[src/rtl/dmem_arb_pkg.sv]
// Shared types for the data-memory arbiter.
//   arb_state_t : arbitration FSM state (normal arbitration / DMA burst lock)
//   owner_t     : which requester drives the data_mem port in the current cycle
package dmem_arb_pkg;

  typedef enum logic {
    ARB,
    DMA_LOCK
  } arb_state_t;

  typedef enum logic [1:0] {
    OWN_NONE,
    OWN_CPU,
    OWN_DMA
  } owner_t;

endpackage

[src/rtl/dmem_starve_ctr.sv]
// Saturating starvation counter.
// Counts cycles in which a requester was denied and flags when the count
// has reached MAX, so the arbiter can force a grant.
//   clk, rst : clock / asynchronous active-low reset
//   inc      : denied this cycle (count up, saturating at MAX)
//   clr      : granted or idle this cycle (return to zero, wins over inc)
//   sat      : counter currently equals MAX
module dmem_starve_ctr #(
  parameter int unsigned MAX   = 4,
  parameter int unsigned CNT_W = $clog2(MAX + 1)
) (
  input  logic clk,
  input  logic rst,
  input  logic inc,
  input  logic clr,
  output logic sat
);

  logic [CNT_W-1:0] cnt_q;
  logic [CNT_W-1:0] cnt_d;

  assign sat = (cnt_q == CNT_W'(MAX));

  always_comb begin
    cnt_d = cnt_q;
    if (clr) begin
      cnt_d = '0;
    end else if (inc && !sat) begin
      cnt_d = cnt_q + 1'b1;
    end
  end

  always_ff @(posedge clk or negedge rst) begin
    if (!rst) begin
      cnt_q <= '0;
    end else begin
      cnt_q <= cnt_d;
    end
  end

endmodule

[src/rtl/dmem_arbiter.sv]
// Single-port data memory arbiter between the CPU MEM stage and a DMA/debug
// loader port. CPU wins by default; a starvation counter forces a DMA grant
// after STARVE_MAX consecutive denials, and DMA may hold the memory for a
// bounded burst (at most LOCK_MAX cycles including the entry cycle).
//   clk, rst                 : clock / asynchronous active-low reset
//   cpu_req/we/addr/wdata    : CPU MEM-stage access
//   cpu_rdata                : CPU load data (combinational, zero when not granted)
//   cpu_stall                : CPU request not granted this cycle
//   dma_req/we/lock/addr/wdata : DMA access and burst-ownership request
//   dma_gnt                  : DMA access performed this cycle
//   dma_rvalid, dma_rdata    : registered DMA read return
//   mem_we/addr/wd, mem_rd   : data_mem port (combinational read)
module dmem_arbiter
  import dmem_arb_pkg::*;
#(
  parameter int unsigned ADDR_W     = 32,
  parameter int unsigned DATA_W     = 32,
  parameter int unsigned STARVE_MAX = 4,
  parameter int unsigned LOCK_MAX   = 8
) (
  input  logic              clk,
  input  logic              rst,
  input  logic              cpu_req,
  input  logic              cpu_we,
  input  logic [ADDR_W-1:0] cpu_addr,
  input  logic [DATA_W-1:0] cpu_wdata,
  output logic [DATA_W-1:0] cpu_rdata,
  output logic              cpu_stall,
  input  logic              dma_req,
  input  logic              dma_we,
  input  logic              dma_lock,
  input  logic [ADDR_W-1:0] dma_addr,
  input  logic [DATA_W-1:0] dma_wdata,
  output logic              dma_gnt,
  output logic              dma_rvalid,
  output logic [DATA_W-1:0] dma_rdata,
  output logic              mem_we,
  output logic [ADDR_W-1:0] mem_addr,
  output logic [DATA_W-1:0] mem_wd,
  input  logic [DATA_W-1:0] mem_rd
);

  localparam int unsigned STARVE_W = $clog2(STARVE_MAX + 1);
  localparam int unsigned LOCK_W   = $clog2(LOCK_MAX);
  localparam logic [LOCK_W-1:0] LOCK_LAST = LOCK_W'(LOCK_MAX - 1);

  arb_state_t        state_q, state_d;
  logic [LOCK_W-1:0] lock_cnt_q, lock_cnt_d;
  logic              dma_rvalid_q, dma_rvalid_d;
  logic [DATA_W-1:0] dma_rdata_q, dma_rdata_d;

  logic   force_dma;
  logic   cpu_gnt;
  logic   dma_gnt_c;
  owner_t owner;

  // Starvation tracking: any denied DMA cycle counts, a grant or an idle
  // DMA port restarts the count.
  dmem_starve_ctr #(
    .MAX   (STARVE_MAX),
    .CNT_W (STARVE_W)
  ) u_starve (
    .clk (clk),
    .rst (rst),
    .inc (dma_req & ~dma_gnt_c),
    .clr (dma_gnt_c | ~dma_req),
    .sat (force_dma)
  );

  // Grant decision and next-state logic.
  always_comb begin
    dma_gnt_c  = 1'b0;
    cpu_gnt    = 1'b0;
    state_d    = state_q;
    lock_cnt_d = lock_cnt_q;

    case (state_q)
      ARB: begin
        dma_gnt_c  = dma_req & (~cpu_req | force_dma);
        cpu_gnt    = cpu_req & ~dma_gnt_c;
        lock_cnt_d = '0;
        if (dma_gnt_c && dma_lock) begin
          state_d    = DMA_LOCK;
          lock_cnt_d = LOCK_W'(1);
        end
      end
      DMA_LOCK: begin
        dma_gnt_c = dma_req;
        cpu_gnt   = 1'b0;
        // The cycle that ends the burst still belongs to DMA; CPU gets the
        // port back on the following cycle because starve_cnt is then zero.
        if (!dma_lock || !dma_req || (lock_cnt_q == LOCK_LAST)) begin
          state_d    = ARB;
          lock_cnt_d = '0;
        end else begin
          lock_cnt_d = lock_cnt_q + 1'b1;
        end
      end
      default: begin
        state_d    = ARB;
        lock_cnt_d = '0;
      end
    endcase
  end

  // Memory port ownership and mux; an ungranted request never touches data_mem.
  always_comb begin
    owner = OWN_NONE;
    if (dma_gnt_c) begin
      owner = OWN_DMA;
    end else if (cpu_gnt) begin
      owner = OWN_CPU;
    end
  end

  always_comb begin
    mem_we   = 1'b0;
    mem_addr = '0;
    mem_wd   = '0;
    case (owner)
      OWN_CPU: begin
        mem_we   = cpu_we;
        mem_addr = cpu_addr;
        mem_wd   = cpu_wdata;
      end
      OWN_DMA: begin
        mem_we   = dma_we;
        mem_addr = dma_addr;
        mem_wd   = dma_wdata;
      end
      default: begin
        mem_we   = 1'b0;
        mem_addr = '0;
        mem_wd   = '0;
      end
    endcase
  end

  // DMA read return is registered; rdata holds between reads.
  always_comb begin
    dma_rvalid_d = dma_gnt_c & ~dma_we;
    dma_rdata_d  = dma_rdata_q;
    if (dma_gnt_c && !dma_we) begin
      dma_rdata_d = mem_rd;
    end
  end

  always_ff @(posedge clk or negedge rst) begin
    if (!rst) begin
      state_q      <= ARB;
      lock_cnt_q   <= '0;
      dma_rvalid_q <= 1'b0;
      dma_rdata_q  <= '0;
    end else begin
      state_q      <= state_d;
      lock_cnt_q   <= lock_cnt_d;
      dma_rvalid_q <= dma_rvalid_d;
      dma_rdata_q  <= dma_rdata_d;
    end
  end

  assign dma_gnt    = dma_gnt_c;
  assign cpu_stall  = cpu_req & ~cpu_gnt;
  assign cpu_rdata  = cpu_gnt ? mem_rd : '0;
  assign dma_rvalid = dma_rvalid_q;
  assign dma_rdata  = dma_rdata_q;

endmodule

[config.mk]
export PLATFORM = sky130hd
export DESIGN_NAME = dmem_arbiter
export DESIGN_NICKNAME = d
export VERILOG_FILES = /design/src/rtl/dmem_arb_pkg.sv /design/src/rtl/dmem_starve_ctr.sv /design/src/rtl/dmem_arbiter.sv
export SDC_FILE = /design/constraint.sdc
export NUM_CORES = 1
export LEC_CHECK = 0
export CORE_AREA = 2 2 115 117
export CTS_BUF_LIST = sky130_fd_sc_hd__clkbuf_4 sky130_fd_sc_hd__clkbuf_8
export DETAILED_ROUTE_END_ITERATION = 12
export DIE_AREA = 0 0 117 119
export GPL_ROUTABILITY_DRIVEN = 0
export HOLD_SLACK_MARGIN = 0.05
export RECOVER_POWER = 25
export SLEW_MARGIN = 20
export SYNTH_ARGS = -nofsm -noshare
export SYNTH_HDL_FRONTEND = slang
export SYNTH_SLANG_ARGS = --single-unit
[constraint.sdc]
create_clock -name clk -period 1.8 [get_ports clk]
set_input_delay 0.18 -clock clk [delete_from_list [all_inputs] [get_ports clk]]
set_output_delay 0.18 -clock clk [all_outputs]
set_load 0.01 [all_outputs]
==> impl_metrics.tcl, run 1 <==
set metrics [dict create \
    rows 42 \
    violations "negative setup slack" \
    drc 0 \
    cp_max_fo 7 \
    grt_max_degree 33 \
    p_per_area_nw_per_um2 623 \
    dp_hpwl_um 11300 \
    final_util 0.467 \
    startpoint_type "flop" \
    relSlewSlack 0.418 \
    clock_latency_ps 300 \
    cts_tree "yes" \
    cp.required_ps 1620 \
    layout.nets 711 \
    dr.pass1.iters 5 \
    p_leak_nw 2.81 \
    seq_area_frac_synth 0.400 \
    period_share 1.10 \
    cts.htree.levels 2 \
    synth_cell_types 21 \
    start_util 0.194 \
    path_delay_family "buffers and inverters" \
    grt_pass1_vias 3396 \
    seq_area_um2 1000 \
    synth_nets 389 \
    antenna_left 0 \
    avgSynthCellArea_um2 11.5 \
    run_status "finished, violations left" \
    clockRootBuffer "clkbuf_8" \
    worst-path-buf-inv 5 \
    pre_cts_slack_ps -522 \
    crit_slowest_cell "dfrtp_1" \
    drt-initial-drc-count 197 \
    syn-instance-count 218 \
    grt_overflow 0 \
    cp_data_arrival_time_ps 1810 \
    syn_area_um2 2500 \
    antenna_found_initial 1 \
    cpMostUsedCell "buf_12" \
    core_um2 12900 \
    finClkSkew_ps 7.72 \
    grt_setup_unrepaired "yes" \
    drv_cap 0 \
    fillCellCount 1256 \
    wire_per_inst_um 21.0 \
    vdd_drop_max_v 0.000398 \
    path_cells "inv_2 -> ha_4 -> nand2_4 -> a21boi_4 -> buf_12 -> buf_12 -> clkbuf_16 -> a22o_1 -> buf_2" \
    dieArea_um2 13900 \
    min_path_type "in2async" \
    num_vias 3272 \
    yosysWarnings 0 \
    grt_pass1_wl_um 20400 \
    slowest_delay_ps 390 \
    track_usage 0.196 \
    final_max_slew_viol_count 0 \
    io_pins 299 \
    drive_above_1_share 0.362 \
    syn_to_final_growth_pct 140 \
    hold_violations 0 \
    die_h_um 119 \
    vias_per_cell 4.56 \
    numCtsBuffers 5 \
    diodes 0 \
    clk_pin_slew_worst_paths_ps 80 \
    port_buffers 298 \
    die_x_um 117 \
    synth_seq_cells 40 \
    tightest_slew_ps 872 \
    wl_um 15100 \
    final-setup-viol-count 66 \
    setup_slack_ps -186 \
    fmax_mhz 503 \
    clock-sinks 40 \
    min_period_ps 1990 \
    multi_input_area_um2 1430 \
    path_class "reg2out" \
    cts_buffer_depth 2 \
    end_kind "output port" \
]
cells by family after synthesis:
family,synth area share
AOI/OAI and AO/OA,0.241
and+or+nand+nor,0.121
DFF,0.400
muxes,0.144
buffers and inverters,0.0706
adders and majority gates,0.0200
xor gates and xnor gates,0.00350
synthesized netlist by cell type:
library cell | n | area (um^2)
inv_1 | 2 | 7.51
and4b_1 | 1 | 10.0
nand2b_1 | 1 | 6.26
clkbuf_1 | 6 | 22.5
and3_1 | 34 | 213
nor3b_1 | 2 | 15.0
o21ai_0 | 1 | 5.00
nor2b_1 | 2 | 12.5
and2_1 | 3 | 18.8
dfrtp_1 | 40 | 1000
a21boi_2 | 1 | 11.3
a21oi_4 | 1 | 16.3
buf_6 | 9 | 101
buf_2 | 9 | 45.0
nand3_2 | 1 | 10.0
nand2_1 | 2 | 7.51
xnor2_1 | 1 | 8.76
mux2_2 | 32 | 360
and4_1 | 1 | 8.76
a22o_1 | 65 | 569
ha_1 | 4 | 50.1
layout by cell type (no fill, tap or decap), types with 2 or more instances in the layout:
| cell | instances |
|---|---|
| buf_4 | 15 |
| buf_8 | 5 |
| buf_16 | 5 |
| clkdlybuf4s50_1 | 198 |
| ha_1 | 3 |
| a22o_4 | 4 |
| buf_12 | 8 |
| buf_6 | 22 |
| and2_1 | 2 |
| buf_2 | 76 |
| clkdlybuf4s15_2 | 3 |
| dfrtp_1 | 40 |
| and3_1 | 31 |
| nor2b_4 | 2 |
| nor3b_1 | 2 |
| clkbuf_8 | 7 |
| mux2_2 | 30 |
| clkbuf_16 | 3 |
| inv_2 | 2 |
| clkbuf_2 | 2 |
| and3_4 | 3 |
| a22o_1 | 61 |
| mux2_4 | 2 |
registers in the layout, indices dropped and copies added, names as in the netlist:
signal,count
dma_rdata,32
dma_rvalid,1
lock_cnt_q,3
state_q,1
u_starve.cnt_q,3
metal layers:
metal	vias to the layer above	routed length [um]	GRT usage
li1	1501	-	-
met5	-	19	0
met1	1561	5410	0.225
met2	190	7760	0.348
met3	18	1650	0.0656
met4	2	242	0.0471
final cells by class:
cell class	count	share of cell area
clock buffers	7	0.0160
clock inverters	1	0.00500
inverters	2	0.00125
multi-input cells	152	0.237
flip-flops and latches	40	0.167
well taps	176	0.0367
repair buffers	339	0.537
timing repair:
item / 4_1_cts / 5_1_grt
setup endpoints to repair: 104 / 131
pin swaps: 15 / 20
endpoints found under the hold margin: 14 / 0
gates cloned: 6 / 4
hold buffers: 1 / 0
gates resized for setup: 429 / 33
buffers inserted: 10 / 3
path summary, 6_finish.rpt:
kind                                             end  slack [ps]                     startpoint  cells past startpoint
max                                     mem_addr[11]        -190  u_starve.cnt_q[0]$_DFFE_PN0P_                      9
min reg2reg                dma_rdata[27]$_DFFE_PN0P_         510      dma_rdata[27]$_DFFE_PN0P_                      1
max reg2reg                dma_rdata[29]$_DFFE_PN0P_          80  u_starve.cnt_q[0]$_DFFE_PN0P_                      8
min in group clk           dma_rdata[27]$_DFFE_PN0P_         510      dma_rdata[27]$_DFFE_PN0P_                      1
max in group asynchronous  dma_rdata[24]$_DFFE_PN0P_         450                            rst                      3
min                        dma_rdata[17]$_DFFE_PN0P_         510                            rst                      2
where the power goes:
part | internal (W) | switching, W | total, W | leakage [nW]
combinational | 0.00113 | 0.000667 | 0.00179 | 2.26
clock | 0.000490 | 0.000325 | 0.000814 | 0.0645
sequential | 0.00105 | 0.0000831 | 0.00113 | 0.486
total | 0.00267 | 0.00107 | 0.00374 | 2.81
worst reg2reg max path, cell delays in order (launching register included):
cell,delay (ps)
dfrtp_1,390
inv_2,70
ha_4,150
nand2_4,60
buf_4,150
a21oi_4,160
buf_4,160
buf_16,140
mux2_2,330
metrics by stage:
step / total power [W] / instances / hold slack, ps / setup TNS, ps / area [um^2]
after floorplan: 0.00172 / 218 / -116 / 0 / 2500
after global placement: 0.00288 / 690 / 115 / -37180 / 5740
after detailed placement: 0.00289 / 690 / 114 / -39430 / 5740
after CTS: 0.00373 / 713 / 314 / -16110 / 5900
after global routing: 0.00393 / 717 / 495 / -15640 / 6010
final: 0.00374 / 717 / 507 / -8420 / 6010
No activity file was read; power rests on OpenSTA's default activity.
==> run 2, diff against run 1 <==
--- a/config.mk
+++ b/config.mk
@@ -11,6 +11,7 @@
 export DIE_AREA = 0 0 117 119
 export GPL_ROUTABILITY_DRIVEN = 0
 export HOLD_SLACK_MARGIN = 0.05
+export PLACE_DENSITY_LB_ADDON = 0.25
 export RECOVER_POWER = 25
 export SLEW_MARGIN = 20
 export SYNTH_ARGS = -nofsm -noshare
==> run 2 against run 1 <==
Against the previous run: the flow still finishes with violations (negative setup slack); final cell count increased by 0.70%; sequential power about the same; core utilization increased by 1.1 points; global-route usage decreased by 0.51 points; power decreased by 0.15%; register-to-register slack got worse by 180 ps; cell area increased by 2.4%; clock power decreased by 7.6%; combinational power increased by 3%; largest cell class unchanged; largest power group unchanged; highest routed layer is now met4.
==> impl_metrics.tcl, run 2 (same netlist as run 1, synthesis figures left out) <==
set metrics [dict create \
    track_usage 0.191 \
    wire_per_inst_um 20.9 \
    crit_slowest_cell "dfrtp_1" \
    layout_common_cells "clkdlybuf4s50_1, a22o_1, buf_2" \
    grt_overflow 0 \
    hold_ws_ps 496 \
    min_path_type "in2reg" \
    clock_latency_ps 300 \
    rows 42 \
    reg2reg_to "dma_rdata[10]$_DFFE_PN0P_" \
    io_pins 299 \
    crit_start "u_starve.cnt_q[0]$_DFFE_PN0P_" \
    antenna_left 0 \
    syn_to_final_growth_pct 146 \
    period_share 1.11 \
    vias_per_cell 4.57 \
    p_per_area_nw_per_um2 607 \
    tns_ps -12480 \
    r2r_setup_slack_ps -100 \
    num_vias 3299 \
    drt-initial-drc-count 138 \
    finalPower_w 0.00373 \
    run_status "finished, violations left" \
    final_max_slew_viol_count 0 \
    drv_cap 0 \
    grt_pass1_wl_um 19700 \
    dpl_cell_area_um2 5770 \
    vdd_drop_max_v 0.000414 \
    hold_violations 0 \
    tightest_slew_ps 1400 \
    diodes 0 \
    violations "negative setup slack" \
    crit_cells 9 \
    layout.nets 716 \
    die_h_um 119 \
    cpMostUsedCell "buf_12" \
    grtUsageMet3 0.0906 \
    path_class "reg2out" \
    met2_usage 0.313 \
    finClkSkew_ps 8.55 \
    p_leak_nw 2.92 \
    clock-sinks 40 \
    cp_data_arrival_time_ps 1820 \
    worst-path-buf-inv 5 \
    port_buffers 298 \
    clockRootBuffer "clkbuf_8" \
    cts_tree "yes" \
    numCtsBuffers 5 \
    relSlewSlack 0.0670 \
    slowest_delay_ps 390 \
    antenna_found_initial 0 \
    grt_pass1_vias 3351 \
    die_x_um 117 \
    min_period_ps 2000 \
    cts_buffer_depth 2 \
    path_delay_family "buffers and inverters" \
    busiest_layer "met2" \
    drc 0 \
    dieArea_um2 13900 \
    dp_hpwl_um 11100 \
    core_um2 12900 \
    end_kind "output port" \
    path_cells "inv_2 -> ha_4 -> nand2_4 -> a21boi_4 -> buf_12 -> buf_12 -> clkbuf_16 -> a22o_1 -> buf_6" \
    grt_max_degree 35 \
    clk_pin_slew_worst_paths_ps 80 \
    setup_slack_ps -200 \
    drive_above_1_share 0.355 \
    start_util 0.194 \
    timing.rr.start "u_starve.cnt_q[0]$_DFFE_PN0P_" \
    fillCellCount 1210 \
    reg2regPathDepth 9 \
    final-setup-viol-count 112 \
    cp_max_fo 7 \
    dr.pass1.iters 6 \
    crit_path_end "mem_addr[27]" \
    wl_um 15100 \
    grt_setup_unrepaired "yes" \
    grt_util_met1 0.202 \
    startpoint_type "flop" \
    stdcell_area_um2 6150 \
    final_common_cell "clkdlybuf4s50_1" \
    cp.required_ps 1620 \
    largest_reg_flops 32 \
    cts.htree.levels 2 \
    fmax_mhz 500 \
]
## run 2: report_power, final
group          internal (W)  leakage, nW  switching (W)
Clock              0.000427       0.0586       0.000325
Combinational       0.00117         2.37       0.000661
Sequential          0.00105        0.486      0.0000963
## run 2: how the worst min path moves through the flow
stage / end / cells past startpoint / slack (ps) / start
after detailed placement: dma_rdata[25]$_DFFE_PN0P_ / 1 / 200 / rst
after global routing: state_q$_DFF_PN0_ / 2 / 480 / dma_lock
final: state_q$_DFF_PN0_ / 2 / 500 / dma_lock
after floorplan: dma_rdata[0]$_DFFE_PN0P_ / 0 / -120 / rst
after global placement: dma_rdata[27]$_DFFE_PN0P_ / 1 / 200 / rst
after CTS: dma_rdata[25]$_DFFE_PN0P_ / 2 / 400 / rst
## run 2: routing by layer
metal	wire length (um)	up-vias
li1	-	1504
met1	5550	1553
met2	7000	205
met3	1910	37
met4	653	0
met5	0	-
## run 2: worst reg2reg max path: cells and delay by family, from the launching register on
kind / cells / cell delay [ps]
compound gates: 1 / 220
fa+ha+maj: 1 / 160
buf+inv: 5 / 640
flops: 1 / 390
mux: 1 / 320
simple gates: 1 / 60
## run 2: final cells by class
class,instances,area (um^2),area share
Multi-Input combinational cell,152,1500,0.244
Sequential cell,40,1000,0.163
Clock inverter,2,35.0,0.00569
Clock buffer,6,76.3,0.0124
Tap cell,176,220,0.0358
Inverter,2,7.51,0.00122
Timing Repair Buffer,344,3310,0.538
## run 2: through the flow
stage | setup WS [ps] | std cells | util
after floorplan | 244 | 218 | -
after global placement | -510 | 689 | 0.448
after detailed placement | -557 | 689 | 0.448
after CTS | -273 | 712 | 0.465
after global routing | -309 | 722 | 0.478
final | -200 | 722 | 0.478
## run 2: what timing repair did
| action | 4_1_cts | 5_1_grt |
|---|---|---|
| buffers inserted | 11 | 7 |
| cloned | 4 | 7 |
| endpoints found under the hold margin | 22 | 0 |
| pin swaps | 19 | 23 |
| hold buffers | 1 | 0 |
| endpoints found under the setup margin | 100 | 130 |
| gates resized for setup | 320 | 145 |
